<file path="src/rtl/chess_clock_pkg.sv">
// Shared types and time arithmetic for the chess clock controller.
// A side's time is packed {min[3:0], sec[5:0]}; seconds stay within 0..59.
package chess_clock_pkg;

    typedef enum logic [2:0] {
        S_IDLE,
        S_RUN_W,
        S_RUN_B,
        S_PAUSED,
        S_FLAG
    } state_t;

    typedef struct packed {
        logic [3:0] min;
        logic [5:0] sec;
    } time_t;

    localparam time_t T_MAX = '{min: 4'd15, sec: 6'd59};

    // One-second decrement with borrow from minutes; 0:00 stays at 0:00.
    function automatic time_t t_dec(time_t t);
        time_t r;
        r = t;
        if (t.sec != 6'd0) begin
            r.sec = t.sec - 6'd1;
        end else if (t.min != 4'd0) begin
            r.min = t.min - 4'd1;
            r.sec = 6'd59;
        end
        return r;
    endfunction

    // Add up to 59 s with carry into minutes; anything past 15:59 clamps there.
    function automatic time_t t_add_sat(time_t t, logic [5:0] inc);
        logic [6:0] s;
        logic [4:0] m;
        time_t      r;
        s = {1'b0, t.sec} + {1'b0, inc};
        m = {1'b0, t.min};
        if (s >= 7'd60) begin
            s = s - 7'd60;
            m = m + 5'd1;
        end
        if (m > 5'd15) begin
            r = T_MAX;
        end else begin
            r.min = m[3:0];
            r.sec = s[5:0];
        end
        return r;
    endfunction

endpackage

</file>
<file path="src/rtl/chess_clock_controller_tick_prescaler.sv">
// Free-running 0..CLK_HZ-1 counter producing a one-cycle tick at terminal count.
// Holds while disabled; clear takes priority over enable.
module tick_prescaler #(
    parameter int CLK_HZ = 100_000_000
) (
    input  logic clk,
    input  logic rst,
    input  logic en,
    input  logic clr,
    output logic tick
);

    localparam int CW = (CLK_HZ > 1) ? $clog2(CLK_HZ) : 1;
    localparam logic [CW-1:0] TC = CW'(CLK_HZ - 1);

    logic [CW-1:0] cnt;

    assign tick = en && !clr && (cnt == TC);

    always_ff @(posedge clk or posedge rst) begin
        if (rst) begin
            cnt <= '0;
        end else if (clr) begin
            cnt <= '0;
        end else if (en) begin
            cnt <= (cnt == TC) ? '0 : cnt + CW'(1);
        end
    end

endmodule

</file>
<file path="src/rtl/chess_clock_controller.sv">
// Two-sided chess clock sequencer: decides whose clock runs, applies
// move presses with Fischer increment, pause, and flag-fall.
//
// state    | meaning
// ---------+-----------------------------------------------------
// S_IDLE   | both clocks loaded with initial time, waiting for start
// S_RUN_W  | white to move, white clock counting down
// S_RUN_B  | black to move, black clock counting down
// S_PAUSED | both clocks held; turn_w remembers whose clock resumes
// S_FLAG   | a clock reached 0:00; frozen until start
module chess_clock_controller
    import chess_clock_pkg::*;
#(
    parameter int CLK_HZ   = 100_000_000,
    parameter int INIT_MIN = 5,
    parameter int INIT_SEC = 0,
    parameter int INC_SEC  = 0
) (
    input  logic       clk,
    input  logic       rst,
    input  logic       start,
    input  logic       pause,
    input  logic       press_w,
    input  logic       press_b,
    output logic [9:0] countdownW,
    output logic [9:0] countdownB,
    output logic       turn_w,
    output logic       running,
    output logic       flag_w,
    output logic       flag_b
);

    localparam time_t      T_INIT = '{min: 4'(INIT_MIN), sec: 6'(INIT_SEC)};
    localparam logic [5:0] INC    = 6'(INC_SEC);

    state_t state;
    time_t  time_w, time_b;
    time_t  dec_w, dec_b;
    logic   in_run, active_press, tick;
    logic   pre_en, pre_clr;

    assign in_run       = (state == S_RUN_W) || (state == S_RUN_B);
    assign active_press = ((state == S_RUN_W) && press_w) || ((state == S_RUN_B) && press_b);
    assign dec_w        = t_dec(time_w);
    assign dec_b        = t_dec(time_b);

    // The pause edge itself must not advance the prescaler, so the
    // fraction of the second already elapsed is preserved across a pause.
    assign pre_en  = in_run && !pause;
    assign pre_clr = (state == S_IDLE) || (state == S_FLAG)
                   || (in_run && !pause && active_press)
                   || ((state == S_PAUSED) && start);

    tick_prescaler #(.CLK_HZ(CLK_HZ)) u_prescaler (
        .clk  (clk),
        .rst  (rst),
        .en   (pre_en),
        .clr  (pre_clr),
        .tick (tick)
    );

    assign countdownW = time_w;
    assign countdownB = time_b;

    always_ff @(posedge clk or posedge rst) begin
        if (rst) begin
            state   <= S_IDLE;
            time_w  <= T_INIT;
            time_b  <= T_INIT;
            turn_w  <= 1'b1;
            running <= 1'b0;
            flag_w  <= 1'b0;
            flag_b  <= 1'b0;
        end else begin
            case (state)
                S_IDLE: begin
                    if (start) begin
                        if (T_INIT == '0) begin
                            state  <= S_FLAG;
                            flag_w <= 1'b1;
                        end else begin
                            state   <= S_RUN_W;
                            running <= 1'b1;
                        end
                    end
                end
                S_RUN_W: begin
                    if (pause) begin
                        state   <= S_PAUSED;
                        running <= 1'b0;
                    end else if (press_w) begin
                        time_w <= t_add_sat(time_w, INC);
                        state  <= S_RUN_B;
                        turn_w <= 1'b0;
                    end else if (tick) begin
                        time_w <= dec_w;
                        if (dec_w == '0) begin
                            state   <= S_FLAG;
                            flag_w  <= 1'b1;
                            running <= 1'b0;
                        end
                    end
                end
                S_RUN_B: begin
                    if (pause) begin
                        state   <= S_PAUSED;
                        running <= 1'b0;
                    end else if (press_b) begin
                        time_b <= t_add_sat(time_b, INC);
                        state  <= S_RUN_W;
                        turn_w <= 1'b1;
                    end else if (tick) begin
                        time_b <= dec_b;
                        if (dec_b == '0) begin
                            state   <= S_FLAG;
                            flag_b  <= 1'b1;
                            running <= 1'b0;
                        end
                    end
                end
                S_PAUSED: begin
                    if (start) begin
                        state   <= S_IDLE;
                        time_w  <= T_INIT;
                        time_b  <= T_INIT;
                        turn_w  <= 1'b1;
                        running <= 1'b0;
                        flag_w  <= 1'b0;
                        flag_b  <= 1'b0;
                    end else if (pause) begin
                        state   <= turn_w ? S_RUN_W : S_RUN_B;
                        running <= 1'b1;
                    end
                end
                S_FLAG: begin
                    if (start) begin
                        state   <= S_IDLE;
                        time_w  <= T_INIT;
                        time_b  <= T_INIT;
                        turn_w  <= 1'b1;
                        running <= 1'b0;
                        flag_w  <= 1'b0;
                        flag_b  <= 1'b0;
                    end
                end
                default: begin
                    state   <= S_IDLE;
                    running <= 1'b0;
                end
            endcase
        end
    end

endmodule

</file>
<file path="config.mk">
export PLATFORM = sky130hd
export DESIGN_NAME = chess_clock_controller
export DESIGN_NICKNAME = d
export VERILOG_FILES = /design/src/rtl/chess_clock_pkg.sv /design/src/rtl/chess_clock_controller_tick_prescaler.sv /design/src/rtl/chess_clock_controller.sv
export SDC_FILE = /design/constraint.sdc
export NUM_CORES = 1
export LEC_CHECK = 0
export BUFFER_PORTS_ARGS = -buffer_cell sky130_fd_sc_hd__buf_2
export CORE_MARGIN = 5
export CORE_UTILIZATION = 32
export CTS_BUF_LIST = sky130_fd_sc_hd__clkbuf_8
export DETAILED_ROUTE_END_ITERATION = 7
export HOLD_SLACK_MARGIN = 0.03
export PLACE_DENSITY_LB_ADDON = 0.25
export SLEW_MARGIN = 20
export SYNTH_ARGS = -nofsm -noshare
export SYNTH_HDL_FRONTEND = slang
export SYNTH_SLANG_ARGS = --single-unit
</file>
<file path="constraint.sdc">
create_clock -name clk -period 3.14 [get_ports clk]
set_input_delay 0.314 -clock clk [delete_from_list [all_inputs] [get_ports clk]]
set_output_delay 0.314 -clock clk [all_outputs]
set_load 0.01 [all_outputs]
</file>
==> results of run 1 <==
[cells in the final DEF, fill, tap and decap left out, types with 3 or more instances in the layout]
master | netlist | routed
nor4_1 | 4 | 4
ha_1 | 13 | 13
dfstp_2 | 5 | 5
o211ai_1 | 4 | 4
nor4bb_1 | 3 | 3
nand2b_1 | 5 | 5
nor3_1 | 9 | 9
buf_4 | 3 | 19
or2_2 | 3 | 3
a31oi_1 | 11 | 11
o22ai_1 | 6 | 6
clkbuf_8 | 0 | 5
a21oi_1 | 37 | 37
a211oi_1 | 4 | 4
dfrtp_1 | 49 | 49
o31ai_1 | 7 | 7
o21a_1 | 4 | 4
nand2_1 | 62 | 62
nor2_1 | 54 | 54
o221ai_1 | 3 | 3
inv_1 | 21 | 20
o21ai_0 | 63 | 63
a311oi_1 | 3 | 3
nand3_1 | 21 | 21
xor2_1 | 6 | 6
o22a_1 | 5 | 5
buf_2 | 6 | 29
xnor2_1 | 6 | 6
and2_1 | 3 | 3
or3_1 | 6 | 6
and3_1 | 10 | 10
nand4_1 | 13 | 13
nor2b_1 | 5 | 5
o21ai_1 | 4 | 4
[flip-flops by register name, summed over array words and instances, names as in the netlist]
register	flops
countdownB	10
countdownW	10
flag_b	1
flag_w	1
running	1
state	3
turn_w	1
u_prescaler.cnt	27
[worst paths after layout]
kind                       cells after the start  slack (ns)             endpoint
max in group asynchronous                      3        2.22               turn_w
min                                            2        0.05        countdownW[3]
max reg2reg                                    9        0.34             state[1]
min in group clk                               3        0.30               turn_w
max                                            9        0.34             state[1]
min reg2reg                                    1        0.50  u_prescaler.cnt[26]
[layer usage]
metal  vias to the layer above  wire [um]
met3                        14        540
met2                        90       5240
met5                         -          0
met1                      1933       5070
li1                       1981          -
met4                         0        148
[logic make-up (layout without fill, tap and decap cells)]
| kind of cell | count (synthesis) | count (layout) | share of synthesized area |
|---|---|---|---|
| muxes | 3 | 3 | 0.00788 |
| buffers and inverters | 56 | 77 | 0.0576 |
| xor gates and xnor gates | 12 | 12 | 0.0254 |
| AOI/OAI and AO/OA | 176 | 176 | 0.267 |
| and+or+nand+nor | 219 | 219 | 0.274 |
| adders and majority gates | 13 | 13 | 0.0394 |
| DFF | 54 | 54 | 0.329 |
[final cells by class]
class / count / area (um2)
flip-flops and latches: 54 / 1360
clock buffers: 5 / 68.8
repair buffers: 48 / 288
inverters: 21 / 78.8
multi-input cells: 423 / 2530
clock inverters: 3 / 43.8
well taps: 172 / 215
fillers: 1353 / 8030
[through the flow]
step                      area, um2  utilization
after detailed placement       4470        0.355
after CTS                      4590        0.363
final                          4590        0.363
after global routing           4590        0.363
after floorplan                4130            -
after global placement         4470        0.355
[report_power, final]
group / total, uW / internal, uW / switching, uW / leakage (uW)
logic: 2160 / 895 / 1270 / 0.00112
registers: 1180 / 871 / 304 / 0.000702
clock network: 507 / 240 / 268 / 0.0000585
==> run summary, run 1 <==
status: completed
Die Y: 124 um
Slowest-stage cell, CP: dfrtp_1
Setup TNS: 0 ns
CP Data Required Time: 3.37 ns
Synth area leader: dfrtp_1
Reg clk slew, reported paths: 0.11 ns
warnings from Yosys: 0
post-DP HPWL: 7.80 mm
post_cts resized: 0
largest net degree at the start of global routing: 29
WL/cell: 15.1 um
clock latency at the later pin of the worst-skew pair: 0.34 ns
r2r startpoint: countdownW[3]
Synthesized Nets: 552
Synth cell types: 73
CP Launch Type: flip-flop
vias: 4,018
Max Buffers Root-to-Sink: 2
Mapped Area: 0.00413 mm2
critical-path maximum fanout: 11
I/O Buffers: 29
sequential share of the synthesized area: 0.329
#FFs+latches synth: 54
first-pass detailed-route iteration total: 5
grt ovf: 0
Commonest cells post-synth: o21ai_0, nand2_1, nor2_1
Global Route met3 Usage: 0.0345
# hold bufs at CTS: 0
Lkg Pwr: 0.00188 uW
Tot GR Track Use: 0.150
GR Layer Usage met2: 0.243
Syn Inst Count: 533
Tcrit/Tclk final: 0.891
VDD IR max: 0.227 mV
dominant cells by area after synthesis: dfrtp_1, o21ai_0, nand2_1
async set-reset flop share out of synthesis: 1.00
Antenna Nets Post-Route: 0
RSZ-0062 raised after global routing: false
crit-path cells: inv_1 > ha_1 > and4bb_2 > nand2b_1 > o22a_1 > nor4_2 > nand3_1 > a21oi_2 > mux2_2
max-slew violations: 0
Sink Count: 54
CP top delay family: simple AND/OR/NAND/NOR gates
WHS: 0.0538 ns
core footprint: 0.0126 mm2
CTS tree: yes
worst stage delay on the critical path: 0.52 ns
met1 GRT Util: 0.204
Least-Margin Pin Slew: 0.662 ns
crit path kind: reg -> reg
share of the synthesized area in the top cell type: 0.297
CP arrival: 3.03 ns
Die W: 124 um
RD Place Congestion: 0.898
Final Critical Period: 2.80 ns
ys flop type: dfrtp_1
# DRC: 0
die area: 0.0153 mm2
endpoint class of the critical path: flip-flop
max-capacitance violation count: 0
Post-synth EDFFs: 0
relative slew slack: 0.555
first-pass GRT wire length: 18.5 mm
vias in the first global route: 3,718
Syn Area/Cell: 7.75 um2
Routed WL: 11.0 mm
Final Non-Filler Cells: 726
Layout Nets: 572
setup slack at placement: 0.368 ns
H-tree depth: 2
Via density: 5.53
share of layout cells above drive strength 1: 0.146
WP buf/inv: 1
grt peak-use layer: met2
layout overhead on the synthesized area: 11.1%
initial antenna violation count: 0
CTS Buf Count: 5
Pwr Total: 3840 uW
Fin. Hold Viols: 0
row cnt: 41
placed cell count: 718
highest clock rate: 357 MHz
Initial Utilization: 0.327
Final setup viols: 0
clk root buf: clkbuf_8
final worst slack: 0.342 ns
io pins: 30
Initial DRC Count: 282
most frequent cell after synthesis: o21ai_0
Post-CTS Setup Inserts: 0
Worst Setup SP: countdownW[3]
Ant. Diodes: 0
Hold WC Path Type: in -> async
P per Cell Area: 838 mW/mm2
clk_skew: 0.00724 ns
Power figures use the tool's default switching activity.
==> run 2, diff against run 1 <==
ABC_AREA = 1   (was default)
BUFFER_PORTS_ARGS = default   (was -buffer_cell sky130_fd_sc_hd__buf_2)
DONT_BUFFER_PORTS = 1   (was default)
SYNTH_HIERARCHICAL = 1   (was default)
==> run 2 against run 1 <==
Against the previous run:
- die area increased by 8.4%
- worst setup slack improved by 0.10 ns
- final area increased by 5.2%
- flip-flop and latch count unchanged
- critical path depth increased by 6
- global-route usage decreased by 0.24 points
- clock power decreased by 14%
- clock-buffer cell count increased by 1
- cell count increased by 18%
- sequential power about the same
- utilization decreased by 1.5 points
==> run summary, run 2 <==
commonest non-fill, non-tap cells in the layout: nand2_1, nor2_1, inv_1, nand3_1, dfrtp_1
Syn Inst Count: 674 (+26%)
# DRC: 0 (unchanged)
relative slew slack: 0.538 (-0.0171)
Fin. Hold Viols: 0 (unchanged)
Syn Area/Cell: 6.69 um2 (-14%)
hold path depth: 2
clk root buf: clkbuf_8
Commonest cells post-synth: nand2_1, nor2_1, inv_1
R2R Setup Slk: 0.44 ns (+0.10 ns)
Final setup viols: 0 (unchanged)
max-capacitance violation count: 0 (unchanged)
io pins: 30 (unchanged)
Die W: 129 um (+4.1%)
# hold bufs at CTS: 1 (+1)
first-pass GRT wire length: 20.3 mm (+9.9%)
share of layout cells above drive strength 1: 0.137 (-0.00944)
hold path endpoint: countdownW[1]
grt ovf: 0 (unchanged)
post-DP HPWL: 9.11 mm (+17%)
vias in the first global route: 4,130 (+11%)
Die Y: 129 um (+4.1%)
endpoint class of the critical path: flip-flop
vias: 4,249 (+5.7%)
CTS tree: yes
ys flop type: dfrtp_1
Placement Cell Area: 0.00471 mm2 (+5.2%)
Post-synth EDFFs: 0 (unchanged)
Sink Count: 54 (unchanged)
Largest register FFs: 27 (unchanged)
H-tree depth: 2 (unchanged)
#FFs+latches synth: 54 (unchanged)
Least-Margin Pin Slew: 0.692 ns (+0.0293 ns)
clk_skew: 0.0161 ns (+0.00887 ns)
Initial Utilization: 0.326 (-0.00134)
Initial DRC Count: 323 (+15%)
WHS: 0.175 ns (+0.121 ns)
RSZ-0062 raised after global routing: false
layout overhead on the synthesized area: 7.05%
clock latency at the later pin of the worst-skew pair: 0.32 ns (-0.02 ns)
largest net degree at the start of global routing: 28 (-3.4%)
post_cts resized: 0 (unchanged)
Setup TNS: 0 ns (unchanged)
Tot GR Track Use: 0.147 (-0.00245)
fill count: 1,458 (+7.8%)
Mapped Area: 0.00451 mm2 (+9.1%)
crit path kind: reg -> reg
core footprint: 0.0138 mm2 (+9.6%)
CP Launch Type: flip-flop
CP arrival: 2.92 ns (-0.11 ns)
worst hold start: press_w
I/O Buffers: 0 (-100%)
VDD IR max: 0.402 mV (+77%)
share of the synthesized area in the top cell type: 0.272 (-0.0248)
max-slew violations: 0 (unchanged)
die area: 0.0166 mm2 (+8.4%)
Ant. Diodes: 0 (unchanged)
P per Cell Area: 800 mW/mm2 (-4.6%)
initial antenna violation count: 0 (unchanged)
highest clock rate: 371 MHz (+3.7%)
Lkg Pwr: 0.00218 uW (+16%)
Post-CTS Setup Inserts: 0 (unchanged)
Worst R2R End: countdownB[0]
dominant cells by area after synthesis: dfrtp_1, nand2_1, nand3_1
Reg clk slew, reported paths: 0.11 ns (about the same)
Hold WC Path Type: in -> reg
r2r startpoint: state[1]
Via density: 4.94 (-11%)
Post-Route Utilization: 0.349 (-0.0145)
Final Critical Period: 2.70 ns (-0.100 ns)
RD Place Congestion: 0.862 (-4.0%)
status: completed
Synth area leader: dfrtp_1
Biggest register: u_prescaler/cnt
first-pass detailed-route iteration total: 5 (unchanged)
Routed WL: 11.7 mm (+6.8%)
Reg2Reg Depth: 15 (+6)
most common cell after layout, fill and taps aside: nand2_1
warnings from Yosys: 6 (+6)
Synth cell types: 45 (-38%)
design area: 0.00482 mm2 (+5.2%)
Max Buffers Root-to-Sink: 2 (unchanged)
Pwr Total: 3860 uW (+0.37%)
row cnt: 43 (+4.9%)
Synthesized Nets: 693 (+26%)
async set-reset flop share out of synthesis: 1.00 (unchanged)
Tcrit/Tclk final: 0.859 (-0.0320)
CTS Buf Count: 5 (unchanged)
CP Data Required Time: 3.37 ns (about the same)
Antenna Nets Post-Route: 0 (unchanged)
most frequent cell after synthesis: nand2_1
Layout Nets: 698 (+22%)
sequential share of the synthesized area: 0.301 (-0.0275)
WL/cell: 13.7 um (-9.8%)
critical-path maximum fanout: 10 (-1)
run 2: cell types whose count changed in the layout (fill, tap and decap cells not counted), sizes merged, moves of 19 or more:
cell and delta:
a21oi -19, buf -45, inv +62, nand2 +153, nand3 +48, nor2 +41
o21ai -21
run 2: where the power goes:
| part | total [uW] | internal (uW) | switching, uW |
|---|---|---|---|
| sequential | 1200 | 869 | 327 |
| clock | 437 | 183 | 255 |
| combinational | 2230 | 723 | 1500 |
run 2: cell type report:
class / count / area, um2 / area share
Multi-Input combinational cell: 527 / 2780 / 0.575
Clock inverter: 2 / 16.3 / 0.00337
Tap cell: 180 / 225 / 0.0467
Timing Repair Buffer: 5 / 42.5 / 0.00882
Clock buffer: 6 / 82.6 / 0.0171
Sequential cell: 54 / 1360 / 0.281
Inverter: 86 / 325 / 0.0674
run 2: cells by family after synthesis:
group / Yosys count / synth area share
buffers and inverters: 93 / 0.0830
AO/OA/AOI/OAI: 96 / 0.129
flip-flops: 54 / 0.301
XOR/XNOR: 16 / 0.0311
adder cells (fa/ha/maj): 13 / 0.0361
AND/OR/NAND/NOR: 402 / 0.420
run 2: worst max-delay path, cell delays in order, from the launching register on:
cell	delay, ns
dfrtp_1	0.44
inv_2	0.08
nand3_2	0.18
nor2_1	0.11
o21ai_0	0.24
nand3_1	0.13
inv_1	0.11
nand2_1	0.09
nor3_1	0.19
buf_4	0.17
nor2_1	0.07
o21ai_2	0.20
nand2_4	0.09
a21oi_4	0.21
nand3_2	0.13
o22ai_1	0.16
run 2: how the worst max path moves through the flow:
| stage | startpoint | end | cells after the start | slack, ns |
|---|---|---|---|---|
| after floorplan | state[1] | countdownB[0] | 15 | 0.62 |
| after global placement | state[1] | countdownB[0] | 15 | 0.60 |
| after detailed placement | state[1] | countdownB[0] | 15 | 0.51 |
| after CTS | state[1] | countdownB[0] | 15 | 0.44 |
| after global routing | state[1] | countdownB[0] | 15 | 0.17 |
| final | state[1] | countdownB[0] | 15 | 0.44 |
run 2: stage by stage:
step,worst slack [ns],instances
after floorplan,0.623,674
after detailed placement,0.515,850
final,0.442,860
after global placement,0.601,850
after global routing,0.167,860
after CTS,0.439,859
run 2: per-layer routing:
metal,vias up,GRT usage,share of wire
met2,62,0.241,0.47
met5,-,0,0
met4,0,0.0346,0.011
met3,8,0.0291,0.038
li1,2196,-,-
met1,1983,0.201,0.48
==> run 3, diff against run 2 <==
ABC_AREA = 0   (was 1)
==> run 3 against run 2 <==
Against the previous run:
- final area down 3.1%
- combinational power fell by 9.0%
- global-route usage fell by 0.32 points
==> run summary, run 3 <==
status: completed
Biggest register: u_prescaler/cnt
Antenna Nets Post-Route: 0 (unchanged)
Tot GR Track Use: 0.144 (-0.00321)
Max Buffers Root-to-Sink: 2 (unchanged)
clock latency at the later pin of the worst-skew pair: 0.33 ns (about the same)
Die Y: 125 um (-2.5%)
largest net degree at the start of global routing: 28 (unchanged)
relative slew slack: 0.452 (-0.0867)
Initial Utilization: 0.325 (-0.00109)
Setup TNS: 0 ns (unchanged)
layout overhead on the synthesized area: 9.50%
WHS: 0.0892 ns (-0.0858 ns)
WP buf/inv: 2 (-1)
Largest register FFs: 27 (unchanged)
CP arrival: 3.28 ns (+0.36 ns)
highest clock rate: 332 MHz (-10%)
final worst slack: 0.129 ns (-0.313 ns)
Tcrit/Tclk final: 0.959 (+0.0996)
warnings from Yosys: 6 (unchanged)
post-DP HPWL: 8.55 mm (-6.1%)
Post-synth EDFFs: 0 (unchanged)
ys flop type: dfrtp_1
clk_skew: 0.0203 ns (+0.00424 ns)
dominant cells by area after synthesis: dfrtp_1, a21oi_1, nor2_1
Final Critical Period: 3.01 ns (+0.313 ns)
Worst Setup SP: state[0]
WL/cell: 16.2 um (+19%)
# DRC: 0 (unchanged)
#FFs+latches synth: 54 (unchanged)
first-pass detailed-route iteration total: 6 (+1)
Commonest cells post-synth: nor2_1, nand2_1, dfrtp_1
clk root buf: clkbuf_8
worst hold start: pause
grt ovf: 0 (unchanged)
Syn Area/Cell: 7.90 um2 (+18%)
crit-path cells: inv_1 > nor3_2 > nand2_1 > a21oi_1 > or3_1 > clkinv_1 > nand2_1 > nor2_2 > o21bai_1 > o21a_1 > o21ai_1 > o21ai_2 > nand2b_1 > a31oi_1 > o22a_1
CTS Buf Count: 5 (unchanged)
Layout Nets: 565 (-19%)
initial antenna violation count: 0 (unchanged)
Synth cell types: 76 (+69%)
Syn Inst Count: 540 (-20%)
Sink Count: 54 (unchanged)
share of layout cells above drive strength 1: 0.132 (-0.00514)
io pins: 30 (unchanged)
endpoint class of the critical path: flip-flop
RSZ-0062 raised after global routing: false
H-tree depth: 2 (unchanged)
worst stage delay on the critical path: 0.52 ns (+0.08 ns)
row cnt: 42 (-2.3%)
Least-Margin Pin Slew: 0.815 ns (+0.123 ns)
Ant. Diodes: 0 (unchanged)
setup slack at placement: 0.0239 ns (-0.491 ns)
CP top delay family: simple AND/OR/NAND/NOR gates
CP Data Required Time: 3.40 ns (+0.03 ns)
RD Place Congestion: 0.858 (-0.46%)
Reg clk slew, reported paths: 0.11 ns (about the same)
Mapped Area: 0.00427 mm2 (-5.3%)
sequential share of the synthesized area: 0.318 (+0.0169)
Initial DRC Count: 342 (+5.9%)
CP Launch Type: flip-flop
commonest non-fill, non-tap cells in the layout: nor2_1, nand2_1, dfrtp_1, a21oi_1, o21ai_0
r2r startpoint: state[0]
Synthesized Nets: 559 (-19%)
most common cell after layout, fill and taps aside: nor2_1
P per Cell Area: 792 mW/mm2 (-0.97%)
first-pass GRT wire length: 19.3 mm (-5.2%)
critical-path maximum fanout: 11 (+1)
most frequent cell after synthesis: nor2_1
Die W: 125 um (-2.5%)
vias: 4,133 (-2.7%)
die area: 0.0157 mm2 (-4.9%)
Fin. Hold Viols: 0 (unchanged)
max-capacitance violation count: 0 (unchanged)
Pwr Total: 3700 uW (-4.1%)
Synth area leader: dfrtp_1
vias in the first global route: 3,883 (-6.0%)
Routed WL: 11.7 mm (-0.28%)
I/O Buffers: 0 (unchanged)
crit path kind: reg -> reg
async set-reset flop share out of synthesis: 1.00 (unchanged)
core footprint: 0.0131 mm2 (-5.0%)
Slowest-stage cell, CP: dfrtp_1
Hold WC Path Type: in -> reg
max-slew violations: 0 (unchanged)
Lkg Pwr: 0.00181 uW (-17%)
design area: 0.00467 mm2 (-3.1%)
Via density: 5.72 (+16%)
VDD IR max: 0.359 mV (-11%)
most used cell, CP: nand2_1
share of the synthesized area in the top cell type: 0.287 (+0.0152)
CTS tree: yes
Placement Cell Area: 0.00455 mm2 (-3.4%)
Final setup viols: 0 (unchanged)
==> run 3: final cells by class <==
cell class / instances / area (um2)
Clock inverter: 3 / 28.8
Sequential cell: 54 / 1360
Multi-Input combinational cell: 426 / 2660
Fill cell: 1380 / 8460
Inverter: 29 / 109
Tap cell: 176 / 220
Timing Repair Buffer: 30 / 230
Clock buffer: 5 / 68.8
==> run 3: layer usage <==
layer / global-route usage / routed length [um] / vias up
met4: 0.0389 / 144 / 0
met3: 0.0328 / 666 / 16
li1: - / - / 2019
met5: 0 / 0 / -
met1: 0.192 / 5430 / 1994
met2: 0.236 / 5470 / 104
==> run 3: cell families (layout without fill, tap and decap cells) <==
family,count (synthesis),after routing,share of synthesized area
AOI/OAI and AO/OA,173,173,0.267
and+or+nand+nor,228,228,0.287
adders and majority gates,13,13,0.0381
muxes,5,5,0.0129
DFF,54,54,0.318
buffers and inverters,60,67,0.0619
xor gates and xnor gates,7,7,0.0144
==> run 3: through the flow <==
| stage | util | std cells |
|---|---|---|
| 2_1_floorplan | - | 540 |
| 3_3_place_gp | 0.346 | 713 |
| 3_5_place_dp | 0.346 | 713 |
| 4_1_cts | 0.354 | 722 |
| 5_1_grt | 0.356 | 723 |
| 6_report | 0.356 | 723 |
==> run 3: worst register-to-register path, delay by kind of cell, from the launching register on <==
| family | cells | cell delay, ns |
|---|---|---|
| AO/OA/AOI/OAI | 7 | 1.03 |
| buffers and inverters | 2 | 0.25 |
| flip-flops | 1 | 0.52 |
| AND/OR/NAND/NOR | 6 | 1.14 |
==> run 3: power breakdown <==
group | leakage (uW) | internal [uW] | switching, uW | total [uW]
Clock | 0.0000502 | 166 | 265 | 431
Sequential | 0.000701 | 875 | 361 | 1240
Combinational | 0.00106 | 822 | 1210 | 2030
Total | 0.00181 | 1860 | 1840 | 3700
==> run 3: final timing paths <==
path                                       end  slack (ns)  depth (start not counted)
hold / removal                        state[2]        0.09                          1
hold reg to reg            u_prescaler/cnt[15]        0.51                          1
min in group asynchronous               flag_w        0.50                          3
setup / recovery                 countdownB[0]        0.13                         15
setup reg to reg                 countdownB[0]        0.13                         15
max in group asynchronous   u_prescaler/cnt[1]        2.24                          2
==> run 3: repair_timing <==
item,CTS,global route
hold endpoints to repair,22,27
gates cloned,0,0
endpoints found under the setup margin,1,1
buffers inserted,0,0
resized for setup,1,1
pin swaps,0,0
hold buffers,1,1
